File: config.mk
export PLATFORM = sky130hd
export DESIGN_NAME = consmax_ctrl
export DESIGN_NICKNAME = d
export VERILOG_FILES = /design/src/rtl/consmax_ctrl.sv
export SDC_FILE = /design/constraint.sdc
export NUM_CORES = 1
export LEC_CHECK = 0
export CAP_MARGIN = 20
export CORE_ASPECT_RATIO = 0.6
export CORE_MARGIN = 4
export CORE_UTILIZATION = 40
export CTS_CLUSTER_SIZE = 28
export DETAILED_ROUTE_END_ITERATION = 10
export PLACE_DENSITY = 0.78
export SKIP_CTS_REPAIR_TIMING = 1
export SLEW_MARGIN = 20
export SYNTH_ARGS = -nofsm -noshare
export SYNTH_HDL_FRONTEND = slang
export SYNTH_SLANG_ARGS = --single-unit
File: constraint.sdc
create_clock -name clk -period 3.7 [get_ports clk]
set_input_delay 0.74 -clock clk [delete_from_list [all_inputs] [get_ports clk]]
set_output_delay 0.74 -clock clk [all_outputs]
set_load 0.1 [all_outputs]
File: src/rtl/consmax_ctrl.sv
// rtl/consmax_ctrl.sv - ConSmax sequencing controller
// LUT programming, credit-gated input issue and a row-framed output FIFO for the datapath.
module consmax_ctrl #(
  parameter int IDATA_BIT  = 8,
  parameter int ODATA_BIT  = 8,
  parameter int CDATA_BIT  = 8,
  parameter int LUT_DATA   = 16,
  parameter int LUT_ADDR   = 4,
  parameter int LEN_BIT    = 8,
  parameter int FIFO_DEPTH = 8
) (
  input  logic                 clk,
  input  logic                 rstn,
  input  logic [CDATA_BIT-1:0] cfg_shift,
  input  logic [LEN_BIT-1:0]   cfg_row_len,
  input  logic                 lut_load_req,
  input  logic                 lut_in_valid,
  output logic                 lut_in_ready,
  input  logic [LUT_DATA-1:0]  lut_in_data,
  output logic                 lut_loaded,
  output logic                 busy,
  input  logic                 s_valid,
  output logic                 s_ready,
  input  logic [IDATA_BIT-1:0] s_data,
  output logic [IDATA_BIT-1:0] cm_idata,
  output logic                 cm_idata_valid,
  output logic [CDATA_BIT-1:0] cm_shift,
  output logic [LUT_ADDR:0]    cm_lut_waddr,
  output logic                 cm_lut_wen,
  output logic [LUT_DATA-1:0]  cm_lut_wdata,
  input  logic [ODATA_BIT-1:0] cm_odata,
  input  logic                 cm_odata_valid,
  output logic                 m_valid,
  input  logic                 m_ready,
  output logic [ODATA_BIT-1:0] m_data,
  output logic                 m_last
);
  localparam int PW = $clog2(FIFO_DEPTH);
  localparam logic [PW:0] DEPTH_C = (PW+1)'(FIFO_DEPTH);
  localparam logic [LEN_BIT-1:0] LEN_ONE = LEN_BIT'(1);

  typedef enum logic [1:0] {IDLE, DRAIN, LOAD, RUN} state_t;

  state_t               state_q, state_d;
  logic [CDATA_BIT-1:0] shift_q, shift_d;
  logic [LEN_BIT-1:0]   row_len_q, row_len_d;
  logic                 lut_loaded_q, lut_loaded_d;
  logic [LUT_ADDR:0]    wcnt_q, wcnt_d;
  logic                 lut_wen_q, lut_wen_d;
  logic [LUT_ADDR:0]    lut_waddr_q, lut_waddr_d;
  logic [LUT_DATA-1:0]  lut_wdata_q, lut_wdata_d;
  logic [IDATA_BIT-1:0] idata_q, idata_d;
  logic                 idata_valid_q, idata_valid_d;
  logic [PW:0]          occ_q, occ_d;
  logic [LEN_BIT-1:0]   ocnt_q, ocnt_d;
  logic [PW:0]          wr_ptr_q, wr_ptr_d, rd_ptr_q, rd_ptr_d;
  logic [ODATA_BIT-1:0] mem_q [FIFO_DEPTH];

  logic [PW:0] fifo_cnt;
  logic        push, pop, accept, lut_acc;

  assign fifo_cnt = wr_ptr_q - rd_ptr_q;
  // Only beats owed to an outstanding credit are stored, so results that were
  // in flight across a reset never reach the FIFO.
  assign push     = cm_odata_valid && (occ_q > fifo_cnt);
  assign m_valid  = (wr_ptr_q != rd_ptr_q);
  assign m_data   = m_valid ? mem_q[rd_ptr_q[PW-1:0]] : '0;
  assign m_last   = m_valid && (ocnt_q == row_len_q - LEN_ONE);
  assign pop      = m_valid && m_ready;
  assign s_ready  = (state_q == RUN) && ((occ_q < DEPTH_C) || pop);
  assign accept   = s_valid && s_ready;
  assign lut_in_ready = (state_q == LOAD);
  assign lut_acc  = lut_in_valid && lut_in_ready;
  assign busy     = (state_q == DRAIN) || (state_q == LOAD);

  assign lut_loaded     = lut_loaded_q;
  assign cm_shift       = shift_q;
  assign cm_lut_wen     = lut_wen_q;
  assign cm_lut_waddr   = lut_waddr_q;
  assign cm_lut_wdata   = lut_wdata_q;
  assign cm_idata       = idata_q;
  assign cm_idata_valid = idata_valid_q;

  always_comb begin
    state_d       = state_q;
    shift_d       = shift_q;
    row_len_d     = row_len_q;
    lut_loaded_d  = lut_loaded_q;
    wcnt_d        = wcnt_q;
    lut_wen_d     = 1'b0;
    lut_waddr_d   = lut_waddr_q;
    lut_wdata_d   = lut_wdata_q;
    idata_d       = idata_q;
    idata_valid_d = 1'b0;
    ocnt_d        = ocnt_q;
    occ_d         = occ_q;
    wr_ptr_d      = wr_ptr_q + (PW+1)'(push);
    rd_ptr_d      = rd_ptr_q + (PW+1)'(pop);

    if (pop) ocnt_d = m_last ? '0 : ocnt_q + LEN_ONE;

    case ({accept, pop})
      2'b10:   occ_d = occ_q + 1'b1;
      2'b01:   occ_d = occ_q - 1'b1;
      default: occ_d = occ_q;
    endcase

    if (accept) begin
      idata_d       = s_data;
      idata_valid_d = 1'b1;
    end

    case (state_q)
      IDLE, RUN: begin
        if (lut_load_req) begin
          shift_d      = cfg_shift;
          row_len_d    = (cfg_row_len == '0) ? LEN_ONE : cfg_row_len;
          lut_loaded_d = 1'b0;
          state_d      = DRAIN;
        end
      end
      DRAIN: begin
        if (occ_q == '0) begin
          state_d = LOAD;
          wcnt_d  = '0;
          ocnt_d  = '0;
        end
      end
      LOAD: begin
        if (lut_acc) begin
          lut_wen_d   = 1'b1;
          lut_waddr_d = wcnt_q;
          lut_wdata_d = lut_in_data;
          wcnt_d      = wcnt_q + 1'b1;
          if (wcnt_q == '1) begin
            lut_loaded_d = 1'b1;
            state_d      = RUN;
          end
        end
      end
      default: state_d = IDLE;
    endcase
  end

  always_ff @(posedge clk or negedge rstn) begin
    if (!rstn) begin
      state_q       <= IDLE;
      shift_q       <= '0;
      row_len_q     <= LEN_ONE;
      lut_loaded_q  <= 1'b0;
      wcnt_q        <= '0;
      lut_wen_q     <= 1'b0;
      lut_waddr_q   <= '0;
      lut_wdata_q   <= '0;
      idata_q       <= '0;
      idata_valid_q <= 1'b0;
      occ_q         <= '0;
      ocnt_q        <= '0;
      wr_ptr_q      <= '0;
      rd_ptr_q      <= '0;
    end else begin
      state_q       <= state_d;
      shift_q       <= shift_d;
      row_len_q     <= row_len_d;
      lut_loaded_q  <= lut_loaded_d;
      wcnt_q        <= wcnt_d;
      lut_wen_q     <= lut_wen_d;
      lut_waddr_q   <= lut_waddr_d;
      lut_wdata_q   <= lut_wdata_d;
      idata_q       <= idata_d;
      idata_valid_q <= idata_valid_d;
      occ_q         <= occ_d;
      ocnt_q        <= ocnt_d;
      wr_ptr_q      <= wr_ptr_d;
      rd_ptr_q      <= rd_ptr_d;
    end
  end

  always_ff @(posedge clk) begin
    if (push) mem_q[wr_ptr_q[PW-1:0]] <= cm_odata;
  end

endmodule
* After elaboration in Yosys (flattened, before gate mapping)
Memories as Yosys holds them, arrays and structs flattened.
Index checks and enable logic that the tools add are counted.
** Word-level totals
- Input port bits :: 55
- Output and inout port bits :: 53
- Memories kept :: 1
- Memory bits (writable) :: 64
- Bits in registers :: 75
** Memories
- mem_q :: depth 8, width 8, rd ports 1, clocked after Yosys merged registers in 0, wr ports 1, line 57 : logic [ODATA_BIT-1:0] mem_q [FIFO_DEPTH];
** Operators by class
- Mux-type cells :: 24
- Magnitude comparators :: 2
- Eq/ne operators :: 12
- Add/subtract/negate cells :: 8
- Reduce and logical (&&, ||, !) cells :: 20
** Operator list (number)
- $mux W8 :: 6
- $mux W5 :: 2
- $pmux W5 S2 :: 1
- $add A4 B1 Y4 :: 2
- $add A8 B1 Y8 const B :: 1
- $eq A8 B8 Y1 :: 1
- $logic_not A8 Y1 :: 1
- $mux W1 :: 8
- $mux W2 :: 4
- $pmux W4 S2 :: 1
- $reduce_and A4 Y1 :: 2
- $sub A8 B1 Y8 const B :: 1
- $eq A2 B2 Y1 const B :: 3
- $logic_and A1 B1 Y1 :: 6
- $ne A2 B1 Y1 const B :: 3
- $pmux W2 S3 :: 1
- $reduce_bool A2 Y1 :: 3
- $add A5 B1 Y5 const B :: 1
- $eq A5 B5 Y1 const B :: 1
- $add A4 B1 Y4 const B :: 1
- $eq A2 B1 Y1 const B :: 2
- $gt A4 B4 Y1 :: 1
- $logic_not A4 Y1 :: 1
- $lt A4 B4 Y1 const B :: 1
- 10 further kinds :: 12

* Longest topological paths before layout
Gate-level depths: netlist of the first run.
- Depth in word-level cells :: 7
- Gate-level depth with buffers :: 17
- Gate-level depth less buffers :: 15

* Worst setup path after synthesis of the first run
No wires, ideal clock.
- Kind :: reg2reg
- Start point :: reg rd_ptr_q[1]
- End point :: reg occ_q[3]
- Stages on the path, launching flop included :: 18
- Slack :: -444 ps
- Setup time :: 127 ps
- Path buffers :: 2
- Arrival :: 4017 ps
- Period minus slack after synthesis :: 4144 ps
- Path through :: dfrtp_1 > clkbuf_1 > clkbuf_1 > inv_1 > ha_1 > nand3_1 > nor2_4 > clkinv_2 > nand2_4 > a21boi_4 > nand2_4 > ha_1 > ha_1 > a21o_1 > a21oi_1 > xnor2_1 > nor2_1 > xor2_1
** Between the ends
- Longest elaborated chain between the ends :: 7
** Ends and longest elaborated chain
- start, declared :: line 56 : logic [PW:0] wr_ptr_q, wr_ptr_d, rd_ptr_q, rd_ptr_d;
- start signal, assigned :: line 175 : rd_ptr_q <= rd_ptr_d;
- $ne A4 B4 Y1 (*) :: line 66 : assign m_valid = (wr_ptr_q != rd_ptr_q);
- net m_valid :: line 33 : output logic m_valid,
- $logic_and A1 B1 Y1 (*) :: line 69 : assign pop = m_valid && m_ready;
- $logic_or A1 B1 Y1 (*) :: line 70 : assign s_ready = (state_q == RUN) && ((occ_q < DEPTH_C) || pop);
- $logic_and A1 B1 Y1 (*) :: line 70
- net s_ready :: line 23 : output logic s_ready,
- $logic_and A1 B1 Y1 (*) :: line 71 : assign accept = s_valid && s_ready;
- $eq A2 B1 Y1 / $eq A2 B2 Y1 (equally long branches) :: line 102 : case ({accept, pop})
- $pmux W4 S2 / $reduce_bool A2 Y1 (equally long branches)
- end signal, assigned :: line 157 : occ_q <= '0;
- end signal, assigned :: line 172 : occ_q <= occ_d;
- end, declared :: line 54 : logic [PW:0] occ_q, occ_d;
The timed path passes the listed nets; every way through them passes the cells marked *.
A chain may end at the register's enable or synchronous reset.

* Final worst setup path of the first run
- Start point :: reg rd_ptr_q[2]
- End point :: out m_last
** Between the ends
- Longest elaborated chain between the ends :: 2
** Ends and longest elaborated chain
- $ne A4 B4 Y1 :: line 66
- $logic_and A1 B1 Y1 :: line 68 : assign m_last = m_valid && (ocnt_q == row_len_q - LEN_ONE);
- end, declared :: line 36 : output logic m_last
No other way between the ends.

==> results of run 1 <==
==> registers in the layout (all words and copies together) (netlist names) <==
name	cells
mem_q	64
wcnt_q	5
occ_q	4
row_len_q	8
lut_loaded	1
cm_idata	8
ocnt_q	8
wr_ptr_q	4
state_q	2
cm_shift	8
cm_lut_wen	1
cm_lut_waddr	5
rd_ptr_q	4
cm_idata_valid	1
cm_lut_wdata	16
==> final cells by class <==
class,count,area (um^2)
Fill cell,1171,6684
Clock buffer,19,432.9
Inverter,25,110.1
Sequential cell,139,3801
Timing Repair Buffer,119,1155
Tap cell,198,247.7
Multi-Input combinational cell,254,2168
Clock inverter,13,120.1
==> Yosys cell counts, drive strengths merged <==
cell     number
dfrtp        74
edfxtp       64
mux2         42
nand2        36
inv          23
ha           21
a21oi        20
nor2         20
mux4         16
o21ai        14
xor2         14
xnor2        11
nor3          9
nand2b        8
nand4         8
nand3         7
and3          4
clkbuf        4
buf           3
nor4          3
a21boi        2
a21o          2
clkinv        2
fa            2
nor2b         2
o31ai         2
a211o         1
a211oi        1
a41oi         1
and2          1
and4b         1
dfstp         1
mux2i         1
o2111ai       1
o211a         1
o21a          1
o22ai         1
o31a          1
==> through the flow <==
step / util / hold slack, ns / setup slack [ns] / cells
2_1_floorplan: - / 0.4444 / 0.02222 / 425
3_3_place_gp: 0.5077 / 0.4723 / 0.4467 / 735
3_5_place_dp: 0.5077 / 0.4772 / 0.2258 / 735
4_1_cts: 0.5453 / 0.4912 / 0.1146 / 767
5_1_grt: 0.5459 / 0.4109 / 0.1437 / 767
6_report: 0.5459 / 0.3529 / 0.3056 / 767
==> cell usage in the layout (no fill, tap or decap), types with 8 or more instances in the layout <==
master	n
buf_4	23
o21ai_0	13
nand2_1	34
nor2_1	19
clkdlybuf4s50_1	93
nand4_1	8
nand2b_1	8
ha_1	21
nor3_1	9
mux2_2	41
mux4_2	16
inv_1	21
dfrtp_1	73
a21oi_1	19
xor2_1	13
xnor2_1	11
edfxtp_1	64
clkbuf_16	17
==> routing by layer <==
layer / vias to the layer above / wire, um
met5: - / 0
met4: 0 / 200
met3: 18 / 956
met2: 159 / 6095
met1: 1967 / 6371
li1: 1815 / -
==> critical path, cell delays in order, from the launching register on <==
cell        delay [ns]
dfrtp_2           0.49
clkinvlp_4        0.23
ha_1              0.39
nand3_1           0.14
nor2_4            0.29
clkinv_8          0.09
o2111ai_1         0.11
a211o_1           0.23
inv_1             0.10
buf_12            0.17
==> final timing paths <==
check	start	end	slack [ns]
setup reg to reg	rd_ptr_q[2]$_DFF_PN0_	occ_q[3]$_DFFE_PN0P_	0.38
min in group clk	cm_lut_waddr[4]$_DFFE_PN0P_	cm_lut_waddr[4]$_DFFE_PN0P_	0.48
hold / removal	rstn	row_len_q[7]$_DFFE_PN0P_	0.35
setup / recovery	rd_ptr_q[2]$_DFF_PN0_	m_last	0.31
max in group asynchronous	rstn	rd_ptr_q[2]$_DFF_PN0_	2.83
hold reg to reg	cm_lut_waddr[4]$_DFFE_PN0P_	cm_lut_waddr[4]$_DFFE_PN0P_	0.48
==> logic make-up after synthesis <==
logic type                 count (synthesis)  share of synthesized area
AOI/OAI and AO/OA                         48                    0.04928
buffers and inverters                     32                    0.02053
DFF                                      139                     0.6236
muxes                                     59                     0.1390
adders and majority gates                 23                    0.04969
and+or+nand+nor                           99                    0.08070
xor gates and xnor gates                  25                    0.03717
==> impl_metrics.ini, run 1 <==
[sta]
hold_violations = 0
tightest_slew_ns = 1.017
fmax_mhz = 294.6
finalCritPeriodShare = 0.9174
drv_slew = 0
max_slew_margin = 0.3196
rsz0062_at_grt = false
setup_viol = 0
period_needed_ns = 3.394
fin_skew_ns = 0.009657
finalSetupTns_ns = 0

[floorplan]
coreArea_um2 = 14720
io_pins = 108
placementRows = 34
die_y_um = 103.6
dieArea_um2 = 17340
initial_core_util = 0.4140
die_w_um = 167.3

[cells_and_area]
drive_gt1_frac = 0.2250
fin_area_um2 = 8035
n_antenna_cell = 0
areaGrowthSynthToFinish_pct = 31.87
nNetsFinal = 634

[setup_path]
start_kind = flip-flop
path_max_fanout = 11
crit_type = reg -> out
r2r.worst_path.cells = 15
arrival_ns = 2.65
cp.required_ns = 2.96
crit_path_end_kind = primary output

[drt]
firstDrtPassIters = 4
viasPerCell = 5.162
drt_iter0_drc = 238
drc = 0
drtAntennaViolNets = 0
vias = 3959
wl_mm = 13.62
post_drt_wl_per_cell_um = 17.76

[global_routing]
top_usage_layer = met2
grt_util_all_layers = 0.1611
grt_pass1_wl_mm = 22.06
overflow = 0
grt_max_degree = 76
grt_antenna_before_repair = 0
grt_use_met3 = 0.05405
use_met1 = 0.2273
grt_pass1_vias = 4206
met2_usage = 0.2340

[worst_hold_path]
hold_class = in -> async

[clock_tree]
numClockSinks = 139
htree_levels = 4
cts_tree = built
cts_buffers = 17
cts-root-buf = clkbuf_16
clkLatencyLatePin_ns = 0.41
clockBufferDepth = 2
clk_pin_slew_ns = 0.06

[logic_synthesis]
synth.avg_cell_area_um2 = 14.34
synth_top_area_frac = 0.3154
synth-seq-area-share = 0.6236
synth_nets = 503
netlist_area_um2 = 6093
synth_top_cell_by_area = edfxtp_1
yosys_register_bits = 139
synth.area.top_cells = edfxtp_1 32%, dfrtp_1 30%, mux2_2 7.6%, mux4_2 5.9%, ha_1 4.3%
yosysWarnings = 0
synth_cell_types = 48
synthCells = 425

[outcome]
outcome = finished, final reports clean

[placement]
gp_congestion = 0.8305
place_area_um2 = 7473
numPortBuffers = 107
dp_hpwl_mm = 9.815

[flow_run]
maxCapViolCount = 0
Power of run 1 is left out: the tool's default activity adds up to more than one toggle a clock period on the data nets, which glitch-free logic cannot reach.
==> inputs of run 2 (changes only) <==
Settings changed: TNS_END_PERCENT set to 50.
==> results of run 2 <==
Final layout, timing and power as in run 1 (identical DEF).
Power of run 2 is left out for the same reason.
==> inputs of run 3 (changes only) <==
Settings changed: ABC_AREA set to 1.
==> impl_metrics.ini, run 3 <==
[outcome]
outcome = finished, final reports clean

[floorplan]
coreArea_um2 = 15370
io_pins = 108
dieArea_um2 = 17850
initial_core_util = 0.4090
die_y_um = 105.1
die_w_um = 169.8
placementRows = 35

[clock_tree]
clk_pin_slew_ns = 0.06
clockBufferDepth = 2
cts_tree = built
numClockSinks = 139
htree_levels = 4
cts-root-buf = clkbuf_16
clkLatencyLatePin_ns = 0.43
cts_buffers = 17

[placement]
dp_hpwl_mm = 10.37
numPortBuffers = 107
gp_congestion = 0.8506

[flow_run]
maxCapViolCount = 0

[logic_synthesis]
synth.area.top_cells = edfxtp_1 31%, dfrtp_1 29%, nand2_1 8.9%, nor2_1 5.3%, o21ai_0 4.9%
ys_top_cells_by_count = 149 x nand2_1, 89 x nor2_1, 74 x dfrtp_1
netlist_area_um2 = 6286
synth_edf_count = 64
synth_top_cell_by_area = edfxtp_1
synth.avg_cell_area_um2 = 9.931
synthArstFlopShare = 0.5396
yosysWarnings = 0
synth_top_area_frac = 0.3057
synth_cell_types = 33
yosysMostFrequentCell = nand2_1
synth-seq-area-share = 0.6045
synth_nets = 711
synthCells = 633
yosys_register_bits = 139
ys.flop_type = dfrtp_1

[cells_and_area]
multi_input_area_um2 = 2202
nFillCells = 1298
final_cell_mix = 149 x nand2_1, 93 x clkdlybuf4s50_1, 86 x nor2_1, 74 x dfrtp_1, 64 x edfxtp_1
final_common_cell = nand2_1
areaGrowthSynthToFinish_pct = 32.94
final-seq-area_um2 = 3800
n_antenna_cell = 0
nNetsFinal = 834
drive_gt1_frac = 0.1131
largest_reg_flops = 64
utilization = 0.5437

[drt]
wl_mm = 14.67
firstDrtPassIters = 5
drt_iter0_drc = 355
drc = 0
drtAntennaViolNets = 0
vias = 4746
post_drt_wl_per_cell_um = 15.09
viasPerCell = 4.883

[setup_path]
crit_type = reg -> out
arrival_ns = 2.63
crit_family = buffers and inverters
slowest_stage = dfrtp_1
cpPeakStageDelay_ns = 0.55
path_cells = inv_1, ha_1, nand3_2, nor2_4, inv_1, o21ai_0, nor2_1, buf_12
path_max_fanout = 11
critPathBufInv = 3
crit_path_end_kind = primary output
cp.required_ns = 2.96
path_common_cell = inv_1
start_kind = flip-flop

[sta]
tightest_slew_ns = 1.009
drv_slew = 0
finalSetupTns_ns = 0
max_slew_margin = 0.3249
finalCritPeriodShare = 0.9110
rsz0062_at_grt = false
setup_viol = 0
hold_ws_ns = 0.4435
hold_violations = 0
period_needed_ns = 3.371
fmax_mhz = 296.7
fin_skew_ns = 0.01442

[global_routing]
grt_antenna_before_repair = 0
grt_pass1_wl_mm = 23.83
overflow = 0
grt_util_all_layers = 0.1703
grt_pass1_vias = 4619
grt_max_degree = 76

[worst_hold_path]
hold_class = in -> async
## run 3: cell count changes in the layout (fill, tap and decap cells not counted), sizes merged, moves of 12 or more
cell / change
nand2: +117
nor2: +71
o21ai: +50
inv: +44
mux2: -32
nand3: +17
mux4: -16
o22ai: +16
a21oi: -12
## run 3: final timing paths
| check | startpoint | to | slack [ns] | cells after the start |
|---|---|---|---|---|
| min in group clk | cm_idata[3]$_DFFE_PN0P_ | cm_idata[3]$_DFFE_PN0P_ | 0.48 | 2 |
| worst min-delay path | rstn | cm_shift[6]$_DFFE_PN0P_ | 0.44 | 1 |
| worst min register to register | cm_idata[3]$_DFFE_PN0P_ | cm_idata[3]$_DFFE_PN0P_ | 0.48 | 2 |
| worst max register to register | rd_ptr_q[2]$_DFF_PN0_ | mem_q[5][0]$_DFFE_PP_ | 0.37 | 13 |
| max in group asynchronous | rstn | wr_ptr_q[0]$_DFF_PN0_ | 2.62 | 1 |
| worst max-delay path | rd_ptr_q[2]$_DFF_PN0_ | m_data[7] | 0.33 | 8 |
## run 3: area by class of cell
| cell class | count | area share |
|---|---|---|
| clock inverter | 12 | 0.01422 |
| multi-input combinational | 417 | 0.2635 |
| tap | 203 | 0.03039 |
| timing repair buffer | 120 | 0.1506 |
| clock buffer | 20 | 0.05854 |
| sequential | 139 | 0.4547 |
| inverter | 61 | 0.02800 |
## run 3: kinds of logic after synthesis
logic type                 share of synthesized area
buffers and inverters                        0.04737
xor gates and xnor gates                     0.01951
and+or+nand+nor                               0.1843
muxes                                        0.01951
DFF                                           0.6045
AOI/OAI and AO/OA                            0.07663
adders and majority gates                    0.04817
## run 3: routing by layer
layer,global-route usage,share of wire,vias up
li1,-,-,2345
met1,0.2545,0.49,2224
met2,0.2343,0.43,164
met3,0.05860,0.078,13
met4,0.04538,0.0093,0
met5,0,0,-
## run 3: through the flow
step	cell area [um^2]	worst slack [ns]	instances
finish	8357	0.3293	972
global route	8357	0.08194	972
CTS	8357	0.3669	972
detailed placement	7749	0.4844	940
global placement	7749	0.6058	940
floorplan	6300	-0.3732	633
Power of run 3 is left out for the same reason.
